**src/rtl/alu_exec_stage.sv**
```systemverilog
// alu_exec_stage: execute-stage wrapper that captures decoded ops, feeds the alu and hands results to writeback
module alu (
    input  logic [2:0]  op,
    input  logic [31:0] a,
    input  logic [31:0] b,
    output logic [31:0] y
);
    always_comb begin
        y = op == 3'd0 ? a | b :
            op == 3'd1 ? a & b :
            op == 3'd2 ? a ^ b :
            op == 3'd3 ? a + b :
            op == 3'd4 ? a - b :
            op == 3'd5 ? a * b : 32'd0;
    end
endmodule

module alu_exec_stage #(
    parameter int MUL_LAT = 3,
    parameter int RD_W    = 5
) (
    input  logic            clk,
    input  logic            rst,
    input  logic            in_valid,
    output logic            in_ready,
    input  logic [2:0]      in_op,
    input  logic [31:0]     in_a,
    input  logic [31:0]     in_b,
    input  logic [RD_W-1:0] in_rd,
    output logic            out_valid,
    input  logic            out_ready,
    output logic [31:0]     out_result,
    output logic [RD_W-1:0] out_rd,
    output logic            out_illegal
);
    typedef enum logic [1:0] {IDLE, MUL, HOLD} state_t;
    state_t      state;
    logic [2:0]  op_q;
    logic [31:0] a_q, b_q;
    logic [3:0]  cnt;
    logic        accept;
    assign in_ready  = !rst && (state == IDLE || (state == HOLD && out_ready));
    assign accept    = in_valid && in_ready;
    assign out_valid = state == HOLD;
    alu u_alu (.op(op_q), .a(a_q), .b(b_q), .y(out_result));
    // A new op may be accepted in the same edge that retires the held result
    always_ff @(posedge clk) begin
        if (rst) begin
            state       <= IDLE;
            op_q        <= '0;
            a_q         <= '0;
            b_q         <= '0;
            out_rd      <= '0;
            out_illegal <= 1'b0;
            cnt         <= '0;
        end else if (accept) begin
            op_q        <= in_op;
            a_q         <= in_a;
            b_q         <= in_b;
            out_rd      <= in_rd;
            out_illegal <= in_op[2:1] == 2'b11;
            if (in_op == 3'd5 && MUL_LAT > 1) begin
                state <= MUL;
                cnt   <= 4'(MUL_LAT - 1);
            end else begin
                state <= HOLD;
            end
        end else if (state == MUL) begin
            cnt   <= cnt - 4'd1;
            state <= cnt == 4'd1 ? HOLD : MUL;
        end else if (state == HOLD && out_ready) begin
            state <= IDLE;
        end
    end
endmodule

```
**config.mk**
```make
export PLATFORM = sky130hd
export DESIGN_NAME = alu_exec_stage
export DESIGN_NICKNAME = d
export VERILOG_FILES = /design/src/rtl/alu_exec_stage.sv
export SDC_FILE = /design/constraint.sdc
export NUM_CORES = 2
export LEC_CHECK = 0
export BUFFER_PORTS_ARGS = -buffer_cell sky130_fd_sc_hd__buf_2
export CORE_MARGIN = 3
export CORE_UTILIZATION = 65
export CTS_CLUSTER_DIAMETER = 100
export DETAILED_ROUTE_END_ITERATION = 16
export PLACE_DENSITY = 0.84
export SETUP_SLACK_MARGIN = 0.2
export SLEW_MARGIN = 0
export SYNTH_ARGS = -nofsm -noshare
export SYNTH_HDL_FRONTEND = slang
export SYNTH_SLANG_ARGS = --single-unit
```
**constraint.sdc**
```tcl
create_clock -name clk -period 14.3 [get_ports clk]
set_input_delay 3.575 -clock clk [delete_from_list [all_inputs] [get_ports clk]]
set_output_delay 3.575 -clock clk [all_outputs]
set_load 0.1 [all_outputs]
```
==> flow_summary.ini <==
[run_status]
outcome = finished, final reports clean

[power_and_ir_drop]
powerDensity_nw_per_um2 = 89.4
ir_drop_mv = 0.102
fin_total_pwr_mw = 2.14
p_leak_nw = 11.3

[global_routing]
met3_usage = 0.278
grt_pass1_vias = 23100
antenna_found_initial = 7
grt_pass1_wl_um = 141000
grt_usage = 0.531
grtUsageMet1 = 0.604
grt_max_degree = 90
overflow = 0
grtUsageMet2 = 0.738
top_usage_layer = met2

[logic_synthesis]
synth_top_cells_by_count = inv_1 (465), fa_1 (410), nor2_1 (407)
synth-seq-cells = 79
synthArstFlopShare = 0
synth_area_per_cell_um2 = 8.05
synth_ff_type = dfxtp_1
synthMuxAreaShare = 0.00320
synthAdderAreaFrac = 0.484
synth_edf_count = 0
synth_top_family_by_area = adder cells
yosys.area.top_type = fa_1
ys_seq_area_frac = 0.0698
synthTopCellsByArea = fa_1 (36%), ha_1 (12%), inv_1 (7.7%)
synth_xor_area_frac = 0.0406
synth_cells = 2814
synthSimpleGateAreaFrac = 0.162
synth_compound_area_frac = 0.136
yosysMostFrequentCell = inv_1
synth_area_um2 = 22700
synth.top_cell.area_share = 0.362
ys_warn_count = 0
synth_nets = 3520
yosysUniqueCellTypes = 75

[critical_path]
critical_path.max_stage_delay_ns = 0.92
regToRegEndpoint = b_q[23]$_SDFFE_PP0P_
required_ns = 10.72
cp-end-kind = primary output
cpMostUsedCell = fa_1
reg2reg_from = state[1]$_SDFFE_PP0P_
ff2ff_path_depth = 5
start_kind = flop
critPathSlowestCell = dfxtp_1
path_max_fanout = 15
path_class = flop to primary output
cp-startpoint = a_q[7]$_SDFFE_PP0P_
crit_arrival_ns = 9.50
rrSetupSlack_ns = 11.63

[clock_tree]
cts_sinks = 79
cts_setup_buffers = 0
clock_path_buffers = 2
insertion_delay_ns = 0.39
ctsHoldBuffers = 0
clk_pin_slew_worst_paths_ns = 0.08
cts_resized = 0
cts_tree = built
cts_buffers = 9
htree_num_levels = 3
cts-root-buf = clkbuf_16

[sta]
tns_ns = 0
period_share = 0.914
period_needed_ns = 13.08
skew_ns = 0.0184
finalSetupViolCount = 0
drv_slew = 0
setup_slack_ns = 1.22
tightestPinTransition_ns = 1.36
hold_viol = 0
fmax_mhz = 76.5
timing.hold.ws_ns = 0.475
relSlewSlack = 0.0879
rsz0062_at_grt = false

[placed_design]
gp_congestion = 1.07
dp_slack_ns = 1.99
io_buffer_count = 115
dpl-instance-area_um2 = 23600
dp_hpwl_um = 70300
dp_cells = 3268

[cells_and_area]
syn_to_final_growth_pct = 5.50
drive_above_1_share = 0.0684
utilization = 0.704
fin_area_um2 = 23900
n_fill_cell = 2657
layout.cells.non_filler = 3290
fin_nets = 3537

[min_path]
min_from = out_illegal$_SDFFE_PP0P_
hp-class = flop to flop
whs_path_depth = 2
min_to = out_illegal$_SDFFE_PP0P_

[die]
dieArea_um2 = 37100
start_util = 0.668
row_count = 67
core_um2 = 34000
ios = 116
fp.dieH_um = 193
fp.dieW_um = 193

[routing]
drt_iter0_markers = 3085
vias = 22300
drc = 0
ant_nets = 0
vias_per_cell = 6.79
totalWireLength_um = 96500
routedWlPerCell_um = 29.3
first_pass_iters = 8

[run]
drv_cap = 0
registers in the layout (all words and copies together), names as in the netlist:
register / flops
cnt: 4
out_illegal: 1
b_q: 32
op_q: 3
out_rd: 5
state: 2
a_q: 32
placed cells by master (no fill, tap or decap), types with 5 or more instances in the layout:
master,count
buf_4,46
nand2b_1,25
a221oi_1,8
nand2_1,356
o22a_1,5
a31oi_1,12
nor4_1,10
and2_1,6
clkinv_1,11
a21oi_1,118
o21a_1,12
nor2b_1,16
xor2_1,26
o21bai_1,10
a211oi_1,19
o211ai_1,14
o22ai_1,24
a211o_1,5
nand3_1,22
a21o_1,22
nor2_1,407
o21ai_0,73
a221o_1,9
o221ai_1,8
or3_1,6
a22oi_1,10
ha_1,220
o31ai_1,73
dfxtp_1,78
buf_2,115
clkbuf_16,9
diode_2,6
mux2i_1,5
xnor2_1,79
nor3_1,27
fa_1,410
inv_1,465
logic make-up (layout without fill, tap and decap cells):
family / after synthesis / count (layout)
compound gates: 462 / 462
other cells: 0 / 6
simple gates: 897 / 897
flops: 79 / 79
xor+xnor: 105 / 105
mux: 6 / 6
buf+inv: 635 / 657
fa+ha+maj: 630 / 630
worst max-delay path by stage:
stage | slack, ns | end
floorplan | 2.19 | out_result[20]
global placement | 2.23 | out_result[30]
detailed placement | 1.99 | out_result[30]
CTS | 1.57 | out_result[30]
global route | 1.03 | out_result[30]
finish | 1.22 | out_result[30]
worst max-delay path: cells and delay by family, from the launching register on:
kind	cells	cell delay (ns)
compound gates	7	2.27
fa+ha+maj	9	3.57
buf+inv	6	1.38
flops	1	0.92
mux	1	0.17
simple gates	3	0.76
cell type report:
type,instances,area (um2),area share
antenna,6,15.0,0.000628
clock buffer,9,225,0.00942
clock inverter,7,109,0.00455
inverter,480,1800,0.0754
multi-input combinational,2100,18700,0.782
sequential,79,1580,0.0662
tap,448,561,0.0234
timing repair buffer,161,921,0.0385
layer usage:
layer / vias to the layer above / share of wire
met1: 10600 / 0.32
met4: 7 / 0.11
met2: 2004 / 0.40
met3: 804 / 0.17
met5: - / 0.00092
li1: 8900 / -
power by group:
part           switching, mW  leakage [nW]  internal (mW)
logic                   1.07          10.5          0.493
clock network          0.130         0.164          0.158
registers             0.0447         0.652          0.238
total                   1.25          11.3          0.889
Power figures use the tool's default switching activity.
